### config.mk
export PLATFORM = sky130hd
export DESIGN_NAME = road_sign_seq
export DESIGN_NICKNAME = d
export VERILOG_FILES = /design/src/rtl/road_sign_seq.sv
export SDC_FILE = /design/constraint.sdc
export NUM_CORES = 1
export LEC_CHECK = 0
export CORE_ASPECT_RATIO = 1.4
export CORE_MARGIN = 5
export CORE_UTILIZATION = 40
export DETAILED_ROUTE_END_ITERATION = 8
export SLEW_MARGIN = 30
export SYNTH_ARGS = -nofsm -noshare
export SYNTH_HDL_FRONTEND = slang
export SYNTH_SLANG_ARGS = --single-unit
export TNS_END_PERCENT = 50
### constraint.sdc
create_clock -name clk -period 2.5 [get_ports clk]
set_input_delay 0.625 -clock clk [delete_from_list [all_inputs] [get_ports clk]]
set_output_delay 0.625 -clock clk [all_outputs]
set_load 0.01 [all_outputs]
### src/rtl/road_sign_seq.sv
// road_sign_seq: road-sign controller driving an N-LED arrow bar and an RGB
// status LED from four one-hot buttons. Supports accumulating LEFT/RIGHT chase
// patterns, a WARNING blink, rising-edge press detection with priority
// arbitration, and SAFE-centred legal transitions.
//
// Ports:
//   clk      in   system clock
//   reset    in   synchronous, active-high reset
//   btn      in   [0]=LEFT [1]=RIGHT [2]=WARNING [3]=SAFE, synchronous to clk
//   led      out  arrow LED bar (decoded from registered state)
//   rgb_led  out  status LED {R,G,B} (decoded from registered state)
//   mode     out  0=SAFE 1=LEFT 2=RIGHT 3=WARNING
//
// Optional feature: define ROAD_SIGN_BTN_SYNC_EN to pass btn through a
// 2-flop synchroniser (reset to all-ones) ahead of edge detection.
module road_sign_seq #(
    parameter int unsigned N_LEDS      = 4,
    parameter int unsigned STEP_CYCLES = 25_000_000
) (
    input  logic              clk,
    input  logic              reset,
    input  logic [3:0]        btn,
    output logic [N_LEDS-1:0] led,
    output logic [2:0]        rgb_led,
    output logic [1:0]        mode
);

    localparam int unsigned CW    = $clog2(STEP_CYCLES);
    // STEP_CYCLES=1 gives CW=0; keep at least one counter bit.
    localparam int unsigned CNT_W = (CW > 0) ? CW : 1;
    localparam int unsigned IDX_W = $clog2(N_LEDS + 1);

    localparam logic [CNT_W-1:0]  STEP_LAST = CNT_W'(STEP_CYCLES - 1);
    localparam logic [IDX_W-1:0]  IDX_LAST  = IDX_W'(N_LEDS);
    localparam logic [N_LEDS-1:0] ONES      = '1;

    typedef enum logic [1:0] {
        MODE_SAFE  = 2'd0,
        MODE_LEFT  = 2'd1,
        MODE_RIGHT = 2'd2,
        MODE_WARN  = 2'd3
    } mode_e;

    logic [3:0] btn_s;

`ifdef ROAD_SIGN_BTN_SYNC_EN
    // Two-flop synchroniser; all-ones reset so held buttons are not pressed.
    logic [3:0] sync1_q;
    logic [3:0] sync2_q;

    always_ff @(posedge clk) begin
        if (reset) begin
            sync1_q <= 4'b1111;
            sync2_q <= 4'b1111;
        end else begin
            sync1_q <= btn;
            sync2_q <= sync1_q;
        end
    end

    assign btn_s = sync2_q;
`else
    assign btn_s = btn;
`endif

    mode_e            mode_q,     mode_d;
    logic [CNT_W-1:0] cnt_q,      cnt_d;
    logic [IDX_W-1:0] idx_q,      idx_d;
    logic             phase_q,    phase_d;
    logic [3:0]       btn_prev_q, btn_prev_d;

    logic [3:0] press;
    logic       req_valid;
    mode_e      req_mode;
    logic       accept;
    logic       step;

    // State register.
    always_ff @(posedge clk) begin
        if (reset) begin
            mode_q     <= MODE_SAFE;
            cnt_q      <= '0;
            idx_q      <= '0;
            phase_q    <= 1'b0;
            btn_prev_q <= 4'b1111;
        end else begin
            mode_q     <= mode_d;
            cnt_q      <= cnt_d;
            idx_q      <= idx_d;
            phase_q    <= phase_d;
            btn_prev_q <= btn_prev_d;
        end
    end

    // Press arbitration, transition rules and pattern stepping.
    always_comb begin
        mode_d     = mode_q;
        cnt_d      = cnt_q;
        idx_d      = idx_q;
        phase_d    = phase_q;
        btn_prev_d = btn_s;
        req_valid  = 1'b1;
        req_mode   = MODE_SAFE;

        press = btn_s & ~btn_prev_q;

        if (press[3]) begin
            req_mode = MODE_SAFE;
        end else if (press[2]) begin
            req_mode = MODE_WARN;
        end else if (press[1]) begin
            req_mode = MODE_RIGHT;
        end else if (press[0]) begin
            req_mode = MODE_LEFT;
        end else begin
            req_valid = 1'b0;
        end

        // Only SAFE may leave to another mode; everything else may only return to SAFE.
        accept = req_valid && (req_mode != mode_q)
                 && ((mode_q == MODE_SAFE) || (req_mode == MODE_SAFE));
        step   = (mode_q != MODE_SAFE) && (cnt_q == STEP_LAST);

        if (accept) begin
            // First pattern of the new mode is shown from this edge.
            mode_d  = req_mode;
            cnt_d   = '0;
            idx_d   = ((req_mode == MODE_LEFT) || (req_mode == MODE_RIGHT))
                      ? IDX_W'(1) : '0;
            phase_d = (req_mode == MODE_WARN);
        end else if (mode_q == MODE_SAFE) begin
            cnt_d   = '0;
            idx_d   = '0;
            phase_d = 1'b0;
        end else begin
            cnt_d = step ? '0 : cnt_q + CNT_W'(1);
            if (step) begin
                case (mode_q)
                    MODE_LEFT, MODE_RIGHT: idx_d   = (idx_q == IDX_LAST) ? '0 : idx_q + IDX_W'(1);
                    MODE_WARN:             phase_d = ~phase_q;
                    default:               ;
                endcase
            end
        end
    end

    // Output decode of registered state.
    always_comb begin
        led     = '0;
        rgb_led = 3'b010;
        mode    = mode_q;
        case (mode_q)
            MODE_LEFT: begin
                led     = ~(ONES >> idx_q);
                rgb_led = 3'b110;
            end
            MODE_RIGHT: begin
                led     = ~(ONES << idx_q);
                rgb_led = 3'b110;
            end
            MODE_WARN: begin
                led     = phase_q ? ONES : '0;
                rgb_led = phase_q ? 3'b100 : 3'b000;
            end
            default: begin
                led     = '0;
                rgb_led = 3'b010;
            end
        endcase
    end

endmodule

==> results of run 1 <==
cells by family (layout without fill, tap and decap cells):
logic type / after synthesis / in the layout / share of synthesized area (%)
xor gates and xnor gates: 24 / 24 / 10.3
buffers and inverters: 23 / 51 / 5.84
and+or+nand+nor: 117 / 117 / 35.2
muxes: 1 / 1 / 0.492
DFF: 35 / 35 / 34.4
adders and majority gates: 10 / 10 / 6.15
AOI/OAI and AO/OA: 22 / 22 / 7.38
other: 1 / 1 / 0.184
repair_timing:
item,4_1_cts,5_1_grt
pin swaps,0,0
resized for setup,8,3
setup endpoints to repair,5,5
per-layer routing:
layer | vias to the layer above | GRT usage [%] | share of wire [%]
li1 | 856 | - | -
met3 | 9 | 2.24 | 4.3
met2 | 24 | 24.2 | 52
met1 | 755 | 13.4 | 42
met4 | 0 | 5.59 | 1.7
met5 | - | 0 | 0
flip-flops by register name, summed over array words and instances (netlist names):
register    count
cnt_q          25
btn_prev_q      4
idx_q           3
mode            2
phase_q         1
synth_stat cells, drive strengths merged:
library cell and number:
xnor2 18, nand4 6, a21oi 8, nand2b 9
conb 1, xor2 6, nor2 26, o2bb2ai 2
nand4bb 1, mux2i 1, nor2b 4, or2 4
buf 10, nand2 15, or4 1, a31oi 3
and2 2, nand3 8, o22ai 2, nand3b 1
nor3 25, o21ai 3, a41oi 2, inv 13
a21o 1, and3 4, and4 3, dfxtp 35
nor3b 1, o211a 1, ha 10, nor4 7
layout make-up:
class,instances,area share (%)
clock buffers,8,4.13
inverters,13,2.01
multi-input cells,175,50.5
flip-flops and latches,35,29.1
well taps,64,3.30
repair buffers,30,10.9
per-stage QoR:
step,std cells,setup TNS (ns)
5_1_grt,325,0
3_5_place_dp,317,-4.10
6_report,325,0
2_1_floorplan,233,0
3_3_place_gp,317,-3.49
4_1_cts,325,0
worst max path at each step:
stage | slack, ns | cells after the start | from | to
2_1_floorplan | 0.23 | 12 | btn[1] | cnt_q[23]
3_3_place_gp | -0.13 | 12 | btn[1] | cnt_q[18]
3_5_place_dp | -0.15 | 12 | btn[1] | cnt_q[11]
4_1_cts | 0.08 | 5 | mode[1] | rgb_led[2]
5_1_grt | 0.02 | 5 | mode[0] | rgb_led[2]
6_report | 0.16 | 12 | btn[1] | cnt_q[13]
worst reg2reg max path, cell delays in order, from the launching register on:
cell and delay [ns]:
dfxtp_1 0.37, ha_1 0.19, and2_1 0.31, nand4_4 0.18
nor4_4 0.41, mux2i_1 0.22, o2bb2ai_1 0.08
report_power, final:
part           internal [W]  switching (W)  leakage (nW)
logic             0.0000536      0.0000518         0.492
registers          0.000564     0.00000609         0.284
clock network      0.000251       0.000191        0.0515
==> flow_metrics.env, run 1 <==
export IMPL_io_buffers=13
export IMPL_num_vias=1644
export IMPL_synth_top_area_share_pct=34.4
export IMPL_cpMaxStageDelayCell="clkdlybuf4s50_1"
export IMPL_timing_critical_path_buf_inv=3
export IMPL_postCtsSetupRepairBufs=0
export IMPL_finalMaxSlewViolations=0
export IMPL_design_area_sq_um=2430
export IMPL_cp_end_kind="register"
export IMPL_place_area_sq_um=2320
export IMPL_placement_rows=30
export IMPL_final_setup_viol_count=0
export IMPL_synth_warning_count=0
export IMPL_holdPathStages=1
export IMPL_required_ns=2.67
export IMPL_diodes=0
export IMPL_pre_cts_ws_ns=-0.151
export IMPL_clk_pin_slew_ns=0.07
export IMPL_worst_path_max_fanout=29
export IMPL_fp_coreArea_sq_um=4880
export IMPL_first_pass_iters=4
export IMPL_cellPowerDensity_nw_per_um2=461
export IMPL_nNetsFinal=276
export IMPL_grtUsageTotal_pct=12.7
export IMPL_run_status="completed"
export IMPL_arrival_ns=2.52
export IMPL_ff2ff_setup_slack_ns=0.63
export IMPL_final_common_cell="dfxtp_1"
export IMPL_insertion_delay_ns=0.28
export IMPL_min_period_over_period_pct=93.8
export IMPL_dieArea_sq_um=6640
export IMPL_hold_viol=0
export IMPL_fmax_mhz=426
export IMPL_hp_class="register to register"
export IMPL_synth_area_sq_um=2040
export IMPL_vias_per_cell=5.06
export IMPL_hpwl_mm=2.91
export IMPL_rsz0062_at_grt="no"
export IMPL_wl_per_cell_um=12.1
export IMPL_clock_sinks=35
export IMPL_finalWorstSetupSlack_ns=0.155
export IMPL_ys_seq_area_share_pct=34.4
export IMPL_critPathLaunchType="primary input"
export IMPL_ff_latch_area_sq_um=706
export IMPL_die_h_um=94.4
export IMPL_layout_drive_gt1_share_pct=18.0
export IMPL_synthToLayoutAreaGrowth_pct=19.2
export IMPL_antenna_found_initial=0
export IMPL_hold_worst_slack_ns=0.487
export IMPL_crit_chain="clkdlybuf4s50_1, nor2b_4, o21ai_0, and2_1, inv_1, ha_1, nor2_1, a41oi_1, nor3_2, a41oi_2, buf_12, nor3_1"
export IMPL_cts_buffer_depth=2
export IMPL_place_gp_congestion=0.747
export IMPL_cts_buffers_inserted=5
export IMPL_initial_core_util_pct=41.7
export IMPL_dieWidth_um=70.3
export IMPL_fillCellCount=485
export IMPL_io_pins=15
export IMPL_grt_max_degree=30
export IMPL_cts_root_buf="clkbuf_8"
export IMPL_multi_input_area_sq_um=1230
export IMPL_min_to="cnt_q[0]"
export IMPL_yosysTopAreaCell="dfxtp_1"
export IMPL_reg2regPathDepth=6
export IMPL_final_util_pct=49.7
export IMPL_first_iter_violations=36
export IMPL_min_period_ns=2.34
export IMPL_synth_fp_nets=249
export IMPL_skew_ns=0.00353
export IMPL_synth_cell_types=43
export IMPL_grt_remaining_overflow=0
export IMPL_rr_endpoint="idx_q[0]"
export IMPL_ant_nets=0
export IMPL_leakagePower_nw=0.828
export IMPL_reg2reg_from="cnt_q[0]"
export IMPL_avgSynthCellArea_sq_um=8.74
export IMPL_crit_family="buffers and inverters"
export IMPL_netlist_instances=233
export IMPL_netlist_top_cells_area="dfxtp_1 34%, xnor2_1 7.7%, ha_1 6.1%"
export IMPL_maxCapViolations=0
export IMPL_ys_ff_latch=35
export IMPL_holdBufCountCts=0
export IMPL_grt_pass1_wl_mm=6.88
export IMPL_htree_levels=2
export IMPL_grt_pass1_vias=1570
export IMPL_cts_tree="built"
export IMPL_critPathMaxStageDelay_ns=0.47
export IMPL_final_cell_mix="33 x dfxtp_1, 26 x nor2_1, 22 x nor3_1, 18 x xnor2_1, 16 x buf_4"
export IMPL_worstSetupPathType="primary input to register"
export IMPL_hold_start="cnt_q[0]"
export IMPL_p_total_w=0.00112
export IMPL_drt_total_wl_mm=3.93
export IMPL_drc=0
export IMPL_vdd_drop_max_mv=0.241
No activity file was read; power rests on OpenSTA's default activity.
==> run 2: changes to the inputs <==
--- a/config.mk
+++ b/config.mk
@@ -9,6 +9,7 @@
 export CORE_MARGIN = 5
 export CORE_UTILIZATION = 40
 export DETAILED_ROUTE_END_ITERATION = 8
+export DONT_BUFFER_PORTS = 1
 export SLEW_MARGIN = 30
 export SYNTH_ARGS = -nofsm -noshare
 export SYNTH_HDL_FRONTEND = slang
==> run 2 against run 1 <==
  * Clock skew is 0.0080 ns higher
  * Die area stayed put
  * Critical endpoint is now led[0]
  * Setup slack better by 0.089 ns
  * Global-route usage is 0.28 points higher
  * First-iteration DRC count is 11% higher
  * Sequential power hardly changed
  * Non-clock buffer count is 25 lower
  * Maximum frequency is 4.0% higher
  * Hold slack worse by 0.088 ns
  * Via count is 5.6% lower
  * Cell count is 7.7% lower
==> flow_metrics.env, run 2 (synthesis gave the netlist of run 1 again) <==
export IMPL_run_status="completed"
export IMPL_clock_sinks=35
export IMPL_final_cell_mix="35 x dfxtp_1, 26 x nor2_1, 23 x nor3_1, 18 x xnor2_1, 15 x nand2_1"
export IMPL_cts_buffer_depth=2
export IMPL_cts_resized=0
export IMPL_p_total_w=0.00116
export IMPL_layout_drive_gt1_share_pct=12.7
export IMPL_num_vias=1552
export IMPL_reg2regPathDepth=11
export IMPL_hold_viol=0
export IMPL_nNetsFinal=251
export IMPL_dieWidth_um=70.3
export IMPL_ff2ff_setup_slack_ns=0.50
export IMPL_tns_ns=0
export IMPL_ant_nets=0
export IMPL_cellPowerDensity_nw_per_um2=528
export IMPL_cp_end_kind="primary output"
export IMPL_min_period_ns=2.26
export IMPL_dp_cells=292
export IMPL_holdPathStages=1
export IMPL_wl_per_cell_um=12.6
export IMPL_vdd_drop_max_mv=0.250
export IMPL_drc=0
export IMPL_place_gp_congestion=0.734
export IMPL_first_iter_violations=40
export IMPL_drt_total_wl_mm=3.79
export IMPL_rsz0062_at_grt="no"
export IMPL_fp_coreArea_sq_um=4880
export IMPL_diodes=0
export IMPL_maxCapViolations=0
export IMPL_vias_per_cell=5.17
export IMPL_holdBufCountCts=0
export IMPL_fin_cells=300
export IMPL_dieArea_sq_um=6640
export IMPL_grt_max_degree=18
export IMPL_insertion_delay_ns=0.28
export IMPL_hold_start="reset"
export IMPL_final_common_cell="dfxtp_1"
export IMPL_io_buffers=0
export IMPL_arrival_ns=1.63
export IMPL_regMostFlops="cnt_q"
export IMPL_cts_buffers_inserted=5
export IMPL_min_to="mode[0]"
export IMPL_fmax_mhz=443
export IMPL_cts_root_buf="clkbuf_8"
export IMPL_min_period_over_period_pct=90.2
export IMPL_hpwl_mm=2.86
export IMPL_antenna_found_initial=0
export IMPL_worstSetupPathType="register to primary output"
export IMPL_leakagePower_nw=0.707
export IMPL_worst_path_max_fanout=7
export IMPL_grt_remaining_overflow=0
export IMPL_required_ns=1.88
export IMPL_initial_core_util_pct=41.7
export IMPL_grtUsageTotal_pct=13.0
export IMPL_cts_tree="built"
export IMPL_rr_endpoint="cnt_q[11]"
export IMPL_top_regs="cnt_q (25), btn_prev_q (4), idx_q (3)"
export IMPL_critPathLaunchType="register"
export IMPL_finalMaxSlewViolations=0
export IMPL_htree_levels=2
export IMPL_reg2reg_from="btn_prev_q[2]"
export IMPL_clk_pin_slew_ns=0.08
export IMPL_largest_register_ffs=25
export IMPL_grt_pass1_wl_mm=6.92
export IMPL_io_pins=15
export IMPL_synthToLayoutAreaGrowth_pct=8.11
export IMPL_hp_class="primary input to register"
export IMPL_final_setup_viol_count=0
export IMPL_first_pass_iters=4
export IMPL_skew_ns=0.0115
export IMPL_die_h_um=94.4
export IMPL_fillCellCount=487
export IMPL_placement_rows=30
export IMPL_postCtsSetupRepairBufs=0
export IMPL_grt_pass1_vias=1534
## run 2: layout make-up
cell class              instances  area [sq um]  area share [%]
repair buffers                  5          37.5            1.71
clock inverters                 2          35.0            1.59
well taps                      64          80.1            3.64
multi-input cells             175          1220            55.3
inverters                      13          48.8            2.22
flip-flops and latches         35           701            31.8
clock buffers                   6          82.6            3.75
## run 2: routing by layer
metal / up-vias / GRT usage, % / share of wire, %
met1: 711 / 13.7 / 43
met3: 8 / 3.83 / 4.0
met2: 25 / 23.4 / 51
met5: - / 0 / 0
li1: 808 / - / -
met4: 0 / 6.07 / 2.3
## run 2: how the worst max path moves through the flow
stage	from	end	slack [ns]
after floorplan	btn[1]	cnt_q[23]	0.23
after global placement	btn[2]	cnt_q[14]	0.29
after CTS	mode[0]	led[0]	0.21
after global routing	mode[0]	led[3]	0.08
after detailed placement	btn[2]	cnt_q[5]	0.24
final	mode[0]	led[0]	0.24
## run 2: metrics by stage
step	instance area [sq um]	utilization, %	hold slack, ns	worst slack [ns]
after global routing	2200	45.1	0.378	0.0788
final	2200	45.1	0.399	0.244
after CTS	2200	45.1	0.383	0.212
after detailed placement	2080	42.7	0.467	0.236
after floorplan	2040	-	0.449	0.228
after global placement	2080	42.7	0.464	0.294
## run 2: critical path: stages, from the launching register on
cell and delay (ns):
dfxtp_1 0.51, inv_1 0.15, ha_1 0.28, nor2b_1 0.15
o22ai_1 0.13, a21oi_1 0.13
## run 2: report_power, final
group	internal (W)	leakage (nW)	switching, W
clock network	0.000323	0.0612	0.000196
logic	0.0000305	0.363	0.0000429
registers	0.000564	0.283	0.00000675
